--- src/rtl/trng_postproc.sv ---
// TRNG post-processing: repetition-count health test, von Neumann corrector, word packer and output FIFO.
// Define TRNG_APT_EN to add the adaptive proportion test alongside the repetition-count test.
//
// state  | meaning
// IDLE   | stopped, no sampling; FIFO contents kept
// WARMUP | health test running, raw bits counted and discarded
// RUN    | health test and corrector running, words packed into the FIFO
// FAIL   | health failure latched, FIFO flushed, waits for fail_clear
module trng_postproc #(
  parameter int DATA_W      = 32,
  parameter int FIFO_DEPTH  = 4,
  parameter int WARMUP_BITS = 64,
  parameter int RCT_CUTOFF  = 16,
  parameter int APT_WINDOW  = 64,
  parameter int APT_CUTOFF  = 48
) (
  input  logic                          clk,
  input  logic                          reset,
  input  logic                          enable,
  input  logic [7:0]                    rand_in,
  input  logic                          fail_clear,
  output logic [DATA_W-1:0]             out_data,
  output logic                          out_valid,
  input  logic                          out_ready,
  output logic [$clog2(FIFO_DEPTH):0]   fifo_level,
  output logic                          health_fail,
  output logic                          overflow
);

  localparam int PTR_W  = $clog2(FIFO_DEPTH);
  localparam int LVL_W  = PTR_W + 1;
  localparam int CNT_W  = $clog2(DATA_W);
  localparam int WARM_W = $clog2(WARMUP_BITS + 1);
  localparam int RCT_W  = $clog2(RCT_CUTOFF + 1);

  localparam logic [LVL_W-1:0]  FULL_LVL  = LVL_W'(FIFO_DEPTH);
  localparam logic [CNT_W-1:0]  CNT_LAST  = CNT_W'(DATA_W - 1);
  localparam logic [WARM_W-1:0] WARM_LOAD = WARM_W'(WARMUP_BITS);
  localparam logic [RCT_W-1:0]  RCT_LIM   = RCT_W'(RCT_CUTOFF);

  typedef enum logic [1:0] {
    ST_IDLE,
    ST_WARMUP,
    ST_RUN,
    ST_FAIL
  } state_t;

  state_t state, state_nxt;

  logic raw;
  logic unused_rand;
  logic active;
  logic run_active;
  logic health_bad;
  logic rct_fail;
  logic apt_fail;

  assign raw         = rand_in[0];
  assign unused_rand = ^rand_in[7:1];

  // Sampling stops in the same cycle enable drops, so a leaving cycle never emits.
  assign active     = enable && ((state == ST_WARMUP) || (state == ST_RUN));
  assign health_bad = rct_fail || apt_fail;
  assign run_active = (state == ST_RUN) && active && !health_bad;

  // ---------------------------------------------------------------- warmup
  logic [WARM_W-1:0] warm_cnt;

  always_ff @(posedge clk) begin
    if (reset) begin
      warm_cnt <= WARM_LOAD;
    end else if ((state == ST_WARMUP) && active) begin
      warm_cnt <= warm_cnt - 1'b1;
    end else begin
      warm_cnt <= WARM_LOAD;
    end
  end

  // ---------------------------------------------------------------- repetition count
  logic             rct_seen;
  logic             rct_prev;
  logic [RCT_W-1:0] rct_cnt;
  logic [RCT_W-1:0] rct_cnt_nxt;

  always_comb begin
    rct_cnt_nxt = RCT_W'(1);
    if (rct_seen && (raw == rct_prev)) begin
      rct_cnt_nxt = rct_cnt + 1'b1;
    end
  end

  assign rct_fail = active && (rct_cnt_nxt == RCT_LIM);

  always_ff @(posedge clk) begin
    if (reset || !active || health_bad) begin
      rct_seen <= 1'b0;
      rct_prev <= 1'b0;
      rct_cnt  <= '0;
    end else begin
      rct_seen <= 1'b1;
      rct_prev <= raw;
      rct_cnt  <= rct_cnt_nxt;
    end
  end

  // ---------------------------------------------------------------- adaptive proportion
`ifdef TRNG_APT_EN
  localparam int APT_W = $clog2(APT_WINDOW + 1);
  localparam logic [APT_W-1:0] APT_LIM  = APT_W'(APT_CUTOFF);
  localparam logic [APT_W-1:0] APT_LAST = APT_W'(APT_WINDOW - 1);

  logic [APT_W-1:0] apt_left;
  logic [APT_W-1:0] apt_match;
  logic [APT_W-1:0] apt_match_nxt;
  logic             apt_ref;

  // apt_left == 0 means the next sample opens a new window as its reference.
  always_comb begin
    apt_match_nxt = APT_W'(1);
    if (apt_left != '0) begin
      apt_match_nxt = apt_match + APT_W'(raw == apt_ref);
    end
  end

  assign apt_fail = active && (apt_match_nxt > APT_LIM);

  always_ff @(posedge clk) begin
    if (reset || !active || health_bad) begin
      apt_left  <= '0;
      apt_match <= '0;
      apt_ref   <= 1'b0;
    end else if (apt_left == '0) begin
      apt_left  <= APT_LAST;
      apt_match <= APT_W'(1);
      apt_ref   <= raw;
    end else begin
      apt_left  <= apt_left - 1'b1;
      apt_match <= apt_match_nxt;
    end
  end
`else
  localparam int unused_apt = APT_WINDOW + APT_CUTOFF;
  assign apt_fail = 1'b0;
`endif

  // ---------------------------------------------------------------- state machine
  always_ff @(posedge clk) begin
    if (reset) begin
      state <= ST_IDLE;
    end else begin
      state <= state_nxt;
    end
  end

  always_comb begin
    state_nxt = state;
    case (state)
      ST_IDLE: begin
        if (enable) state_nxt = ST_WARMUP;
      end
      ST_WARMUP: begin
        if (!enable)                       state_nxt = ST_IDLE;
        else if (health_bad)               state_nxt = ST_FAIL;
        else if (warm_cnt == WARM_W'(1))   state_nxt = ST_RUN;
      end
      ST_RUN: begin
        if (!enable)         state_nxt = ST_IDLE;
        else if (health_bad) state_nxt = ST_FAIL;
      end
      ST_FAIL: begin
        if (fail_clear) state_nxt = enable ? ST_WARMUP : ST_IDLE;
      end
      default: state_nxt = ST_IDLE;
    endcase
  end

  assign health_fail = (state == ST_FAIL);

  // ---------------------------------------------------------------- corrector and packer
  logic              pair_have;
  logic              pair_first;
  logic [CNT_W-1:0]  pack_cnt;
  logic [DATA_W-1:0] pack_word;
  logic [DATA_W-1:0] pack_nxt;
  logic              emit;
  logic              push;

  // The emitted bit of a 01/10 pair is always its first bit.
  assign emit = run_active && pair_have && (pair_first != raw);
  assign push = emit && (pack_cnt == CNT_LAST);

  always_comb begin
    pack_nxt           = pack_word;
    pack_nxt[pack_cnt] = pair_first;
  end

  always_ff @(posedge clk) begin
    if (reset || !run_active) begin
      pair_have  <= 1'b0;
      pair_first <= 1'b0;
      pack_cnt   <= '0;
      pack_word  <= '0;
    end else if (!pair_have) begin
      pair_have  <= 1'b1;
      pair_first <= raw;
    end else begin
      pair_have <= 1'b0;
      if (push) begin
        pack_cnt  <= '0;
        pack_word <= '0;
      end else if (emit) begin
        pack_cnt  <= pack_cnt + 1'b1;
        pack_word <= pack_nxt;
      end
    end
  end

  // ---------------------------------------------------------------- output FIFO
  logic [DATA_W-1:0] fifo_mem [FIFO_DEPTH];
  logic [PTR_W-1:0]  wr_ptr;
  logic [PTR_W-1:0]  rd_ptr;
  logic [LVL_W-1:0]  fifo_cnt;
  logic              flush;
  logic              pop;
  logic              full;
  logic              wr_ok;
  logic              drop;

  assign flush = (state != ST_FAIL) && (state_nxt == ST_FAIL);
  assign pop   = out_valid && out_ready;
  assign full  = (fifo_cnt == FULL_LVL);
  // A simultaneous pop frees the slot before the push needs it.
  assign wr_ok = push && (!full || pop);
  assign drop  = push && full && !pop;

  always_ff @(posedge clk) begin
    if (reset || flush) begin
      wr_ptr   <= '0;
      rd_ptr   <= '0;
      fifo_cnt <= '0;
    end else begin
      if (wr_ok) wr_ptr <= wr_ptr + 1'b1;
      if (pop)   rd_ptr <= rd_ptr + 1'b1;
      case ({wr_ok, pop})
        2'b10:   fifo_cnt <= fifo_cnt + 1'b1;
        2'b01:   fifo_cnt <= fifo_cnt - 1'b1;
        default: fifo_cnt <= fifo_cnt;
      endcase
    end
  end

  always_ff @(posedge clk) begin
    if (wr_ok && !reset && !flush) begin
      fifo_mem[wr_ptr] <= pack_nxt;
    end
  end

  always_ff @(posedge clk) begin
    if (reset) begin
      overflow <= 1'b0;
    end else if (drop) begin
      overflow <= 1'b1;
    end
  end

  assign out_valid  = (fifo_cnt != '0);
  assign out_data   = out_valid ? fifo_mem[rd_ptr] : '0;
  assign fifo_level = fifo_cnt;

endmodule

--- config.mk ---
export PLATFORM = sky130hd
export DESIGN_NAME = trng_postproc
export DESIGN_NICKNAME = d
export VERILOG_FILES = /design/src/rtl/trng_postproc.sv
export SDC_FILE = /design/constraint.sdc
export NUM_CORES = 1
export LEC_CHECK = 0
export ABC_CLOCK_PERIOD_IN_PS = 4630
export CAP_MARGIN = 20
export CORE_AREA = 2 2 205 157
export CTS_CLUSTER_DIAMETER = 200
export DETAILED_ROUTE_END_ITERATION = 7
export DIE_AREA = 0 0 207 159
export PLACE_DENSITY = 0.41
export SLEW_MARGIN = 20
export SYNTH_ARGS = -nofsm -noshare
export SYNTH_HDL_FRONTEND = slang
export SYNTH_SLANG_ARGS = --single-unit
--- constraint.sdc ---
create_clock -name clk -period 4.63 [get_ports clk]
set_input_delay 0.6945 -clock clk [delete_from_list [all_inputs] [get_ports clk]]
set_output_delay 0.6945 -clock clk [all_outputs]
set_load 0.02 [all_outputs]
Word level (Yosys, flattened, before mapping) --
Memories as Yosys holds them, arrays and structs flattened. A register that Yosys moved wholly into a read port is not among the register bits. Cells that the tools add are included.
Word-level totals: bits in latches 0, output and inout bits 38, ROM bits 0, bits in registers 63, memories kept 1, input bits 13, RAM bits 128
Memories:
- fifo_mem | depth 4, bits a word 32, rd ports 1, clocked after memory_dff 1, write ports 1, line 219 | logic [DATA_W-1:0] fifo_mem [FIFO_DEPTH];
Cells by class: $add $sub $neg 7, multiplexer cells 25, bitwise logic cells 1, $mul 0, $lt $le $gt $ge 2, equality and inequality tests 13, shift operators 0, div/mod/pow operators 0, reductions and logical operators 36
Operators by type and width (count):
- $mux W32 | 3
- $bwmux W32 | 1
- $mux W2 | 9
- $logic_and A1 B1 Y1 | 17
- $mux W5 | 3
- $add A5 B1 Y5 const B | 2
- $eq A5 B5 Y1 const B | 2
- $eq A2 B2 Y1 const B | 4
- $pmux W2 S4 | 1
- $eq A7 B1 Y1 const B | 1
- $logic_not A1 Y1 | 7
- $sub A7 B1 Y7 const B | 1
- $logic_or A1 B1 Y1 | 6
- $lt A5 B6 Y1 const B | 1
- $mux W1 | 6
- $pmux W3 S2 | 1
- $demux W1 S5 | 1
- $ge A5 B1 Y1 const B | 1
- $add A2 B1 Y2 const B | 2
- $eq A2 B1 Y1 const B | 2
- $reduce_bool A2 Y1 | 2
- $add A3 B1 Y3 const B | 1
- $eq A3 B3 Y1 const B | 1
- $reduce_bool A3 Y1 | 1
- other kinds (8) | 8

Logic depth before layout (Yosys ltp) --
Gate-level depths: netlist of the first run.
word-level depth 15, gate-level depth with buffers 12, gate-level depth less buffers 11

Least setup slack after synthesis of the first run --
No wires, ideal clock.
kind in2reg, start point input port enable, end point memory fifo_mem[0][0], enable pin, buffers on the path 2, arrival 3269 ps, required time 4209 ps, stages 8, slack 940 ps, cell sequence buf_2 > nand3b_1 > nor4b_4 > and2_4 > buf_6 > nor3_1 > nand2_1 > nor2_1
On the way: cells in the longest elaborated chain, start to end 12
RTL lines:
- start: declaration | line 19 | input logic enable,
- parallel branches: the longest is 9 deep, another holds $pmux W2 S4
- $logic_and A1 B1 Y1 * | line 253 | if (wr_ok && !reset && !flush) begin
- $mux W1 * | line 253
- $mux W1 (implied by the code) * | line 254 | fifo_mem[wr_ptr] <= pack_nxt;
- end: declaration | line 219
Every way passes the cells marked *.

==> flow_summary_export.csv, run 1 <==
group,metric,value,unit
pwr,p_leak,3.55,nW
timing,transition_time_of_the_tightest_slew_check_pin,0.826,ns
layout,area_delta_synth_final,17.0,%
logic_synthesis,yosysSeqAreaShare,60.2,%
drt,routed_via_density,4.53,
global_routing,antenna_found_initial,0,
drt,dr_total_vias,4958,
layout,drive_above_1_share,21.2,%
floorplan,fp.dieW,207,µm
drt,drc,0,
layout,fillers,3065,
timing,setup_tns,0,ns
clocking,cts-root-buf,"sky130_fd_sc_hd__clkbuf_16",
floorplan,std_cell_rows,56,
run_status,run_status,"finished, final reports clean",
clocking,tritoncts,"done",
floorplan,die_area,32900,µm²
clocking,clock_tree.buffer_depth,2,
setup_path,critical_path.endpoint_type,"output port",
logic_synthesis,yosysMostFrequentCell,"sky130_fd_sc_hd__edfxtp_1",
timing,relSlewSlack,44.5,%
setup_path,slowest_delay,0.76,ns
logic_synthesis,number_of_enable_flip_flop_cells_after_synthesis,128,
logic_synthesis,mappedNetlistArea,8550,µm²
clocking,clkSinkCount,193,
clocking,post_cts_sizing,0,
global_routing,grt_first_pass_wirelength,29.7,mm
setup_path,startpoint_type,"flop",
clocking,clk-insertion-delay-late,0.43,ns
layout,final_core_utilization,32.4,%
global_routing,grt_use_met3,2.50,%
floorplan,die_height,159,µm
global_routing,gr_met1_demand_resource,15.8,%
min_path,worst_hold_path_type,"reg2reg",
placed_design,place_congestion,0.741,
layout,num_antenna_cells,0,
logic_synthesis,synth.cells.most_frequent,"sky130_fd_sc_hd__edfxtp_1 (128), sky130_fd_sc_hd__nor2_1 (109), sky130_fd_sc_hd__dfxtp_1 (65)",
logic_synthesis,ys_warnings,0,
drt,routed_wl,18.7,mm
placed_design,placed_area,9440,µm²
setup_path,timing.critical_path.slowest_stage_cell,"sky130_fd_sc_hd__dfxtp_2",
layout,stdcell_count,1094,
logic_synthesis,synth.largest_area_cell,"sky130_fd_sc_hd__edfxtp_1",
placed_design,port-buffer-count,43,
logic_synthesis,synth-seq-cells,193,
placed_design,dpl.cell_count,1062,
drt,drt-pass1-iter-count,5,
logic_synthesis,postSynth.topFlopCell,"sky130_fd_sc_hd__edfxtp_1",
setup_path,r2r_setup_slack,1.53,ns
setup_path,worstPathMaxFanout,18,
setup_path,r2r_cells,7,
setup_path,timing.setup.critical_path_class,"reg2out",
min_path,min_delay_worst_endpoint,"warm_cnt[0]",
setup_path,r2r-start,"pack_cnt[3]",
timing,fin_worst_skew,0.00891,ns
clocking,cts_max_level,4,
logic_synthesis,synth.distinct_cells,50,
timing,finalCritPeriodShare,74.2,%
drt,detailedRoute.firstIterationViolations,205,
logic_synthesis,synthesized_area_divided_by_synthesized_cell_count,13.4,µm²
setup_path,r2r_end,"fifo_mem[0][5]",
clocking,cts-hold-fix-buffers,0,
global_routing,grt_max_degree,39,
timing,final.min_clock_period,3.44,ns
timing,final_number_of_max_transition_violations,0,
drt,detail_route.wl_per_cell,17.1,µm
min_path,worstHoldStart,"warm_cnt[0]",
global_routing,groute.usage.overall,11.8,%
floorplan,floorplan.io_pins,51,
floorplan,start_util,27.7,%
pwr,power_density,328,nW/µm²
job,max_capacitance_violation_count,0,
global_routing,groute.layer.met2.usage,18.6,%
logic_synthesis,asyncSetResetFlopFracSynth,0,%
min_path,worst_hold_path.num_cells,1,
setup_path,critical_path_required,3.94,ns
timing,final-setup-viol-count,0,
clocking,cts.reportedPaths.clkPinSlew,0.07,ns
global_routing,global_route.peak_usage_layer,"met2",
placed_design,post-dp-hpwl,11.8,mm
timing,report.final.hold_viol_count,0,
timing,rsz0062_at_grt,"false",
setup_path,timing.critical_path.cells,"buf_12 > mux4_2 > and2_1 > clkdlybuf4s50_1",
timing,maxClockFrequency,0.291,GHz
floorplan,core,30800,µm²
pwr,max-vdd-ir-drop,0.000241,V
global_routing,number_of_global_route_vias_before_repair,5275,
layout,nNetsFinal,705,
clocking,post-cts-setup-buffers,0,
logic_synthesis,cells_after_synthesis,637,
layout,fin_area,10000,µm²
global_routing,grt.overflow.total,0,
logic_synthesis,syn_nets,667,
pwr,design_power_total,3.28,mW
drt,antenna_nets_post_route,0,
setup_path,critical_path_arrival,2.74,ns
logic_synthesis,synth_area_leaders,"sky130_fd_sc_hd__edfxtp_1 (45%), sky130_fd_sc_hd__dfxtp_1 (15%), sky130_fd_sc_hd__mux4_2 (8.4%)",
logic_synthesis,yosysTopAreaCellShare,44.9,%
clocking,tritoncts.num_buffers,17,
-- cell usage in the layout (no fill, tap or decap), types with 8 or more instances in the layout --
cell / n
sky130_fd_sc_hd__edfxtp_1: 128
sky130_fd_sc_hd__nand3_1: 15
sky130_fd_sc_hd__dfxtp_1: 64
sky130_fd_sc_hd__mux2_2: 32
sky130_fd_sc_hd__nor2b_1: 8
sky130_fd_sc_hd__nand2_1: 24
sky130_fd_sc_hd__and2_1: 35
sky130_fd_sc_hd__nor2_1: 105
sky130_fd_sc_hd__a211oi_2: 25
sky130_fd_sc_hd__ha_1: 16
sky130_fd_sc_hd__clkdlybuf4s50_1: 43
sky130_fd_sc_hd__buf_4: 16
sky130_fd_sc_hd__a211oi_1: 10
sky130_fd_sc_hd__xor2_1: 9
sky130_fd_sc_hd__mux4_2: 32
sky130_fd_sc_hd__clkbuf_16: 17
sky130_fd_sc_hd__nand2b_1: 11
sky130_fd_sc_hd__inv_1: 13
sky130_fd_sc_hd__xnor2_1: 8
-- metal layers --
metal,vias to the layer above,share of wire [%]
li1,2382,-
met4,0,1.8
met3,17,3.0
met5,-,0
met1,2477,49
met2,82,46
-- worst max path at each step --
| stage | endpoint | slack (ns) |
|---|---|---|
| after detailed placement | fifo_level[1] | 1.07 |
| after global routing | out_data[26] | 1.02 |
| after floorplan | fifo_mem[0][0] | 0.94 |
| final | out_data[26] | 1.19 |
| after CTS | out_data[26] | 1.08 |
| after global placement | fifo_level[1] | 1.15 |
-- cells by family (layout without fill, tap and decap cells) --
logic type               count (synthesis)  after routing  synth area share (%)
buffers and inverters                   54            105                  2.98
AND/OR/NAND/NOR                        227            227                  12.8
multiplexers                            67             67                  13.0
flip-flops                             193            193                  60.2
XOR/XNOR                                18             18                  1.93
adder cells (fa/ha/maj)                 17             17                  2.57
AO/OA/AOI/OAI                           61             61                  6.54
-- through the flow --
stage / worst slack [ns] / hold WS, ns
4_1_cts: 1.08 / 0.473
5_1_grt: 1.02 / 0.519
6_report: 1.19 / 0.472
3_5_place_dp: 1.07 / 0.460
3_3_place_gp: 1.15 / 0.451
2_1_floorplan: 0.940 / 0.429
-- layout make-up --
class / instances / area [µm²] / share of cell area (%)
inverter: 13 / 48.8 / 0.488
timing repair buffer: 60 / 571 / 5.70
tap: 406 / 508 / 5.08
sequential: 193 / 5150 / 51.4
clock inverter: 15 / 140 / 1.40
clock buffer: 17 / 425 / 4.25
multi-input combinational: 390 / 3160 / 31.6
-- power breakdown --
| group | leakage, nW | internal [mW] | total [mW] | switching, mW |
|---|---|---|---|---|
| sequential | 2.01 | 1.82 | 1.82 | 0.00288 |
| clock | 0.275 | 0.791 | 1.43 | 0.641 |
| combinational | 1.26 | 0.0137 | 0.0312 | 0.0175 |
-- worst max-delay path, delay by kind of cell (launching register included) --
kind / cells / cell delay, ns
AND/OR/NAND/NOR: 1 / 0.18
flip-flops: 1 / 0.76
multiplexers: 1 / 0.51
buffers and inverters: 2 / 0.85
-- sequential cells by signal (all words and copies together), names as in the netlist, named ones only --
signal / cells
rct_seen: 1
pack_cnt: 5
pair_have: 1
rct_prev: 1
warm_cnt: 7
rct_cnt: 5
rd_ptr: 2
fifo_mem: 128
fifo_level: 3
state: 2
overflow: 1
wr_ptr: 2
pack_word: 32
pair_first: 1
(Power assumes the default switching activity.)
==> inputs of run 2 (changes only) <==
--- a/config.mk
+++ b/config.mk
@@ -5,7 +5,7 @@
 export SDC_FILE = /design/constraint.sdc
 export NUM_CORES = 1
 export LEC_CHECK = 0
-export ABC_CLOCK_PERIOD_IN_PS = 4630
+export ABC_CLOCK_PERIOD_IN_PS = 3600
 export CAP_MARGIN = 20
 export CORE_AREA = 2 2 205 157
 export CTS_CLUSTER_DIAMETER = 200
==> constraint.sdc (replaced) <==
create_clock -name clk -period 3.6 [get_ports clk]
set_input_delay 0.54 -clock clk [delete_from_list [all_inputs] [get_ports clk]]
set_output_delay 0.54 -clock clk [all_outputs]
set_load 0.02 [all_outputs]
==> run 2 against run 1 <==
  * Clock-buffer cell count increased by 4
  * Sequential power rose by 29%
  * Power grew 27%
==> flow_summary_export.csv, run 2 (synthesis gave the netlist of run 1 again) <==
group,metric,value,unit
setup_path,r2r_cells,10,
global_routing,gr_met1_demand_resource,16.2,%
pwr,pwr-share-seq,56.2,%
timing,transition_time_of_the_tightest_slew_check_pin,0.789,ns
pwr,max-vdd-ir-drop,0.000320,V
drt,detailedRoute.firstIterationViolations,213,
floorplan,std_cell_rows,56,
global_routing,grt_first_pass_wirelength,29.0,mm
timing,fin_worst_skew,0.00618,ns
placed_design,post-dp-hpwl,11.5,mm
pwr,power.switching_fraction,19.9,%
global_routing,number_of_global_route_vias_before_repair,5004,
timing,rsz0062_at_grt,"false",
floorplan,die_height,159,µm
layout,largest_registers,"fifo_mem: 128 flops, pack_word: 32 flops, warm_cnt: 7 flops",
global_routing,grt_max_degree,67,
global_routing,groute.usage.overall,11.5,%
drt,dr_total_vias,4970,
layout,stdcell_count,1094,
layout,fin_area,10000,µm²
setup_path,critical_path_required,3.06,ns
placed_design,port-buffer-count,43,
placed_design,place_congestion,0.739,
global_routing,grt.overflow.total,0,
setup_path,critical_path_arrival,2.40,ns
drt,detail_route.wl_per_cell,16.6,µm
pwr,clkPwrFrac,42.9,%
drt,antenna_nets_post_route,0,
clocking,cts_max_level,4,
floorplan,fp.dieW,207,µm
timing,report.final.hold_viol_count,0,
clocking,post_cts_sizing,0,
setup_path,worstPathMaxFanout,17,
setup_path,r2r-start,"state[0]",
drt,routed_via_density,4.54,
setup_path,endpoint,"out_data[26]",
pwr,power_density,415,nW/µm²
clocking,cts.reportedPaths.clkPinSlew,0.07,ns
floorplan,die_area,32900,µm²
pwr,switchingPower,0.830,mW
run_status,run_status,"finished, final reports clean",
layout,num_antenna_cells,0,
layout,layout_common_cells,"sky130_fd_sc_hd__edfxtp_1 (128), sky130_fd_sc_hd__nor2_1 (105), sky130_fd_sc_hd__dfxtp_1 (64)",
layout,nNetsFinal,705,
pwr,pwr-share-comb,1.0,%
global_routing,global_route.peak_usage_layer,"met2",
drt,routed_wl,18.1,mm
timing,maxClockFrequency,0.341,GHz
clocking,tritoncts.num_buffers,17,
drt,drt-pass1-iter-count,5,
timing,final-setup-viol-count,0,
layout,layout.cells.most_common,"sky130_fd_sc_hd__edfxtp_1",
setup_path,r2r_setup_slack,0.87,ns
clocking,clock_tree.buffer_depth,2,
pwr,intPower,3.33,mW
clocking,cts-root-buf,"sky130_fd_sc_hd__clkbuf_16",
pwr,p_leak,3.55,nW
layout,largest_reg_by_ff_count,"fifo_mem",
floorplan,floorplan.io_pins,51,
placed_design,dpl.cell_count,1062,
timing,finalCritPeriodShare,81.5,%
clocking,post-cts-setup-buffers,0,
global_routing,grt_use_met3,2.64,%
floorplan,start_util,27.7,%
timing,final.min_clock_period,2.94,ns
floorplan,core,30800,µm²
layout,drive_above_1_share,21.2,%
drt,drc,0,
clocking,tritoncts,"done",
clocking,clkSinkCount,193,
min_path,worst_hold_path_type,"reg2reg",
job,max_capacitance_violation_count,0,
layout,fillers,3067,
pwr,design_power_total,4.16,mW
global_routing,groute.layer.met2.usage,17.5,%
clocking,cts-hold-fix-buffers,0,
placed_design,placed_area,9490,µm²
setup_path,r2r_end,"fifo_level[1]",
timing,setup_tns,0,ns
global_routing,antenna_found_initial,0,
setup_path,critical_path.endpoint_type,"output port",
layout,flip_flop_count_of_the_largest_register_all_copies_and_words_added,128,
clocking,clk-insertion-delay-late,0.43,ns
timing,relSlewSlack,47.4,%
setup_path,startpoint_type,"flop",
timing,final_number_of_max_transition_violations,0,
setup_path,timing.setup.critical_path_class,"reg2out",
layout,area_delta_synth_final,17.3,%
[run 2: power by group through the flow]
stage                     Sequential [mW]  Combinational, mW  Clock, mW
after floorplan                      2.39             0.0277          0
after global placement               2.39             0.0387          0
after detailed placement             2.39             0.0400          0
after CTS                            2.34             0.0404       1.85
after global routing                 2.34             0.0448       1.93
final                                2.34             0.0399       1.79
[run 2: metal layers]
layer | part of all wire, % | up-vias
met5 | 0 | -
met4 | 1.1 | 0
met3 | 2.4 | 12
met2 | 45 | 56
met1 | 52 | 2516
li1 | - | 2386
[run 2: area by class of cell]
class	count	area [µm²]	share of cell area, %
sequential	193	5150	51.3
multi-input combinational	390	3160	31.5
timing repair buffer	60	621	6.18
clock inverter	11	88.8	0.885
clock buffer	21	460	4.59
inverter	13	48.8	0.486
tap	406	508	5.06
[run 2: critical path, cell delays in order (launching register included)]
cell	delay, ns
sky130_fd_sc_hd__dfxtp_2	0.34
sky130_fd_sc_hd__buf_4	0.33
sky130_fd_sc_hd__mux4_2	0.55
sky130_fd_sc_hd__and2_1	0.17
sky130_fd_sc_hd__clkdlybuf4s50_1	0.56
[run 2: how the worst min path moves through the flow]
stage	start	end	slack, ns	cells after the start
2_1_floorplan	warm_cnt[0]	warm_cnt[0]	0.43	1
3_5_place_dp	warm_cnt[0]	warm_cnt[0]	0.46	1
3_3_place_gp	warm_cnt[0]	warm_cnt[0]	0.45	1
6_report	warm_cnt[0]	warm_cnt[0]	0.47	1
5_1_grt	warm_cnt[0]	warm_cnt[0]	0.49	1
4_1_cts	warm_cnt[0]	warm_cnt[0]	0.47	1
[run 2: stage by stage]
step / hold slack (ns) / util, % / setup slack [ns]
6_report: 0.466 / 32.6 / 0.665
5_1_grt: 0.489 / 32.6 / 0.517
4_1_cts: 0.471 / 32.6 / 0.564
3_5_place_dp: 0.456 / 30.8 / 0.416
3_3_place_gp: 0.446 / 30.8 / 0.476
2_1_floorplan: 0.429 / - / 0.494
==> inputs of run 3 (changes only) <==
--- a/config.mk
+++ b/config.mk
@@ -5,7 +5,7 @@
 export SDC_FILE = /design/constraint.sdc
 export NUM_CORES = 1
 export LEC_CHECK = 0
-export ABC_CLOCK_PERIOD_IN_PS = 3600
+export ABC_CLOCK_PERIOD_IN_PS = 2740
 export CAP_MARGIN = 20
 export CORE_AREA = 2 2 205 157
 export CTS_CLUSTER_DIAMETER = 200
==> constraint.sdc (replaced) <==
create_clock -name clk -period 2.74 [get_ports clk]
set_input_delay 0.411 -clock clk [delete_from_list [all_inputs] [get_ports clk]]
set_output_delay 0.411 -clock clk [all_outputs]
set_load 0.02 [all_outputs]
==> run 3 against run 2 <==
  * Cell count is 1.8% higher
  * Critical path type unchanged
  * Die area stayed put
  * Non-clock buffer count is 20 higher
  * Critical endpoint is now out_data[12]
  * Sequential power is 31% higher
  * Via count is 1.6% higher
  * Highest routed layer unchanged
  * First-iteration DRC count is 13% lower
==> flow_summary_export.csv, run 3 (synthesis gave the netlist of run 1 again) <==
group,metric,value,unit
run_status,run_status,"finished, final reports clean",
timing,transition_time_of_the_tightest_slew_check_pin,0.369,ns
global_routing,grt_first_pass_wirelength,29.8,mm
timing,final-setup-viol-count,0,
setup_path,critical_path.endpoint_type,"output port",
timing,rsz0062_at_grt,"true",
min_path,min_delay_worst_endpoint,"warm_cnt[0]",
floorplan,floorplan.io_pins,51,
placed_design,port-buffer-count,43,
min_path,worst_hold_path.num_cells,1,
pwr,power_density,533,nW/µm²
layout,drive_above_1_share,25.0,%
timing,setup_slack,0.130,ns
global_routing,global_route.peak_usage_layer,"met2",
placed_design,post-dp-hpwl,12.0,mm
setup_path,worstPathMaxFanout,4,
global_routing,antenna_found_initial,0,
min_path,worst_hold_path_type,"reg2reg",
pwr,p_leak,4.07,nW
drt,detail_route.wl_per_cell,16.7,µm
placed_design,detailedPlace.worstSlack,-0.185,ns
timing,report.final.hold_viol_count,0,
layout,layout_common_cells,"sky130_fd_sc_hd__edfxtp_1 (128), sky130_fd_sc_hd__nor2_1 (105), sky130_fd_sc_hd__dfxtp_1 (59)",
global_routing,gr_met1_demand_resource,16.2,%
floorplan,die_area,32900,µm²
layout,layout.cells.most_common,"sky130_fd_sc_hd__edfxtp_1",
floorplan,start_util,27.7,%
setup_path,startpoint_type,"flop",
pwr,switchingPower,1.11,mW
global_routing,grt.overflow.total,0,
layout,num_antenna_cells,0,
setup_path,r2r_end,"fifo_level[1]",
drt,detailedRoute.firstIterationViolations,186,
min_path,worstHoldStart,"warm_cnt[0]",
clocking,cts-hold-fix-buffers,0,
timing,maxClockFrequency,0.383,GHz
layout,nNetsFinal,725,
setup_path,r2r_setup_slack,0.16,ns
drt,drc,0,
global_routing,grt_max_degree,67,
floorplan,std_cell_rows,56,
pwr,intPower,4.44,mW
drt,dr_total_vias,5050,
clocking,cts-root-buf,"sky130_fd_sc_hd__clkbuf_16",
layout,largest_reg_by_ff_count,"fifo_mem",
global_routing,number_of_global_route_vias_before_repair,5203,
placed_design,place_congestion,0.714,
clocking,clk-insertion-delay-late,0.43,ns
clocking,clkSinkCount,193,
layout,area_delta_synth_final,21.8,%
pwr,max-vdd-ir-drop,0.000442,V
drt,antenna_nets_post_route,0,
clocking,tritoncts.num_buffers,17,
setup_path,critical_path_arrival,2.20,ns
floorplan,core,30800,µm²
global_routing,grt_use_met3,2.88,%
layout,flip_flop_count_of_the_largest_register_all_copies_and_words_added,128,
pwr,clkPwrFrac,43.5,%
clocking,tritoncts,"done",
drt,routed_wl,18.6,mm
setup_path,critical_path_required,2.33,ns
setup_path,r2r-start,"state[1]",
timing,final.min_clock_period,2.61,ns
timing,final_number_of_max_transition_violations,0,
floorplan,die_height,159,µm
layout,multi_input_area,3220,µm²
clocking,cts_max_level,4,
clocking,cts.reportedPaths.clkPinSlew,0.08,ns
job,max_capacitance_violation_count,0,
layout,largest_registers,"fifo_mem: 128 flops, pack_word: 32 flops, warm_cnt: 7 flops",
timing,finalCritPeriodShare,95.3,%
timing,setup_tns,0,ns
timing,fin_worst_skew,0.0142,ns
pwr,pwr-share-comb,1.2,%
layout,regArea,5160,µm²
clocking,clock_tree.buffer_depth,2,
pwr,power.switching_fraction,20.1,%
setup_path,r2r_cells,10,
timing,relSlewSlack,75.4,%
layout,fillers,3004,
global_routing,groute.usage.overall,11.8,%
setup_path,timing.setup.critical_path_class,"reg2out",
global_routing,groute.layer.met2.usage,18.7,%
pwr,pwr-share-seq,55.3,%
floorplan,fp.dieW,207,µm
drt,routed_via_density,4.53,
drt,drt-pass1-iter-count,5,
run 3: changes by cell type in the layout (fill, tap and decap cells not counted), moves of 4 or more:
| cell | previous run | this run |
|---|---|---|
| sky130_fd_sc_hd__dfxtp_1 | 64 | 59 |
| sky130_fd_sc_hd__nor2_4 | 0 | 4 |
| sky130_fd_sc_hd__buf_12 | 5 | 14 |
| sky130_fd_sc_hd__nor2_2 | 4 | 0 |
| sky130_fd_sc_hd__dlymetal6s2s_1 | 0 | 17 |
| sky130_fd_sc_hd__clkdlybuf4s50_1 | 43 | 13 |
| sky130_fd_sc_hd__dlygate4sd2_1 | 0 | 13 |
| sky130_fd_sc_hd__buf_4 | 12 | 22 |
run 3: per-layer routing:
metal	vias up	wire length (µm)
met2	73	8830
met1	2540	9020
met3	4	674
met5	-	0
met4	0	88
li1	2433	-
run 3: worst max-delay path by stage:
stage                from  slack, ns  cells past startpoint        endpoint
3_5_place_dp   rand_in[0]      -0.19                      9   fifo_level[1]
5_1_grt          state[1]      -0.02                     10   fifo_level[1]
3_3_place_gp   rand_in[0]      -0.14                      9   fifo_level[1]
6_report             flop       0.13                      4    out_data[12]
2_1_floorplan    state[0]      0.005                     10  fifo_mem[0][0]
4_1_cts              flop      0.007                      4     out_data[7]
run 3: stage by stage:
| step | util (%) | total power [mW] | std cells | cell area, µm² | hold slack, ns |
|---|---|---|---|---|---|
| after floorplan | - | 3.17 | 637 | 8590 | 0.429 |
| after global placement | 31.7 | 3.20 | 1080 | 9760 | 0.453 |
| after detailed placement | 31.7 | 3.20 | 1080 | 9760 | 0.453 |
| after CTS | 33.5 | 5.64 | 1113 | 10300 | 0.469 |
| after global routing | 33.8 | 5.77 | 1114 | 10400 | 0.480 |
| final | 33.8 | 5.55 | 1114 | 10400 | 0.460 |
run 3: area by class of cell:
| class | count | share of cell area, % |
|---|---|---|
| Clock buffer | 18 | 4.12 |
| Multi-Input combinational cell | 390 | 30.9 |
| Sequential cell | 193 | 49.5 |
| Clock inverter | 14 | 1.30 |
| Tap cell | 406 | 4.88 |
| Timing Repair Buffer | 80 | 8.77 |
| Inverter | 13 | 0.468 |
run 3: power groups by stage:
| stage | clock network, mW | logic, mW | registers (mW) |
|---|---|---|---|
| after floorplan | 0 | 0.0375 | 3.14 |
| after global placement | 0 | 0.0629 | 3.14 |
| after detailed placement | 0 | 0.0644 | 3.14 |
| after CTS | 2.51 | 0.0646 | 3.07 |
| after global routing | 2.63 | 0.0744 | 3.07 |
| final | 2.41 | 0.0674 | 3.07 |
run 3: what timing repair did:
item                       in CTS  in global routing
pin swaps                       0                  7
gates cloned                    0                  0
setup endpoints to repair      32                117
gates resized for setup        15                 30
setup buffers                   1                  1
run 3: critical path, stage by stage (launching register included):
cell                              delay [ns]
sky130_fd_sc_hd__dfxtp_4                0.41
sky130_fd_sc_hd__buf_4                  0.16
sky130_fd_sc_hd__mux4_2                 0.48
sky130_fd_sc_hd__and2_1                 0.17
sky130_fd_sc_hd__clkdlybuf4s50_1        0.53
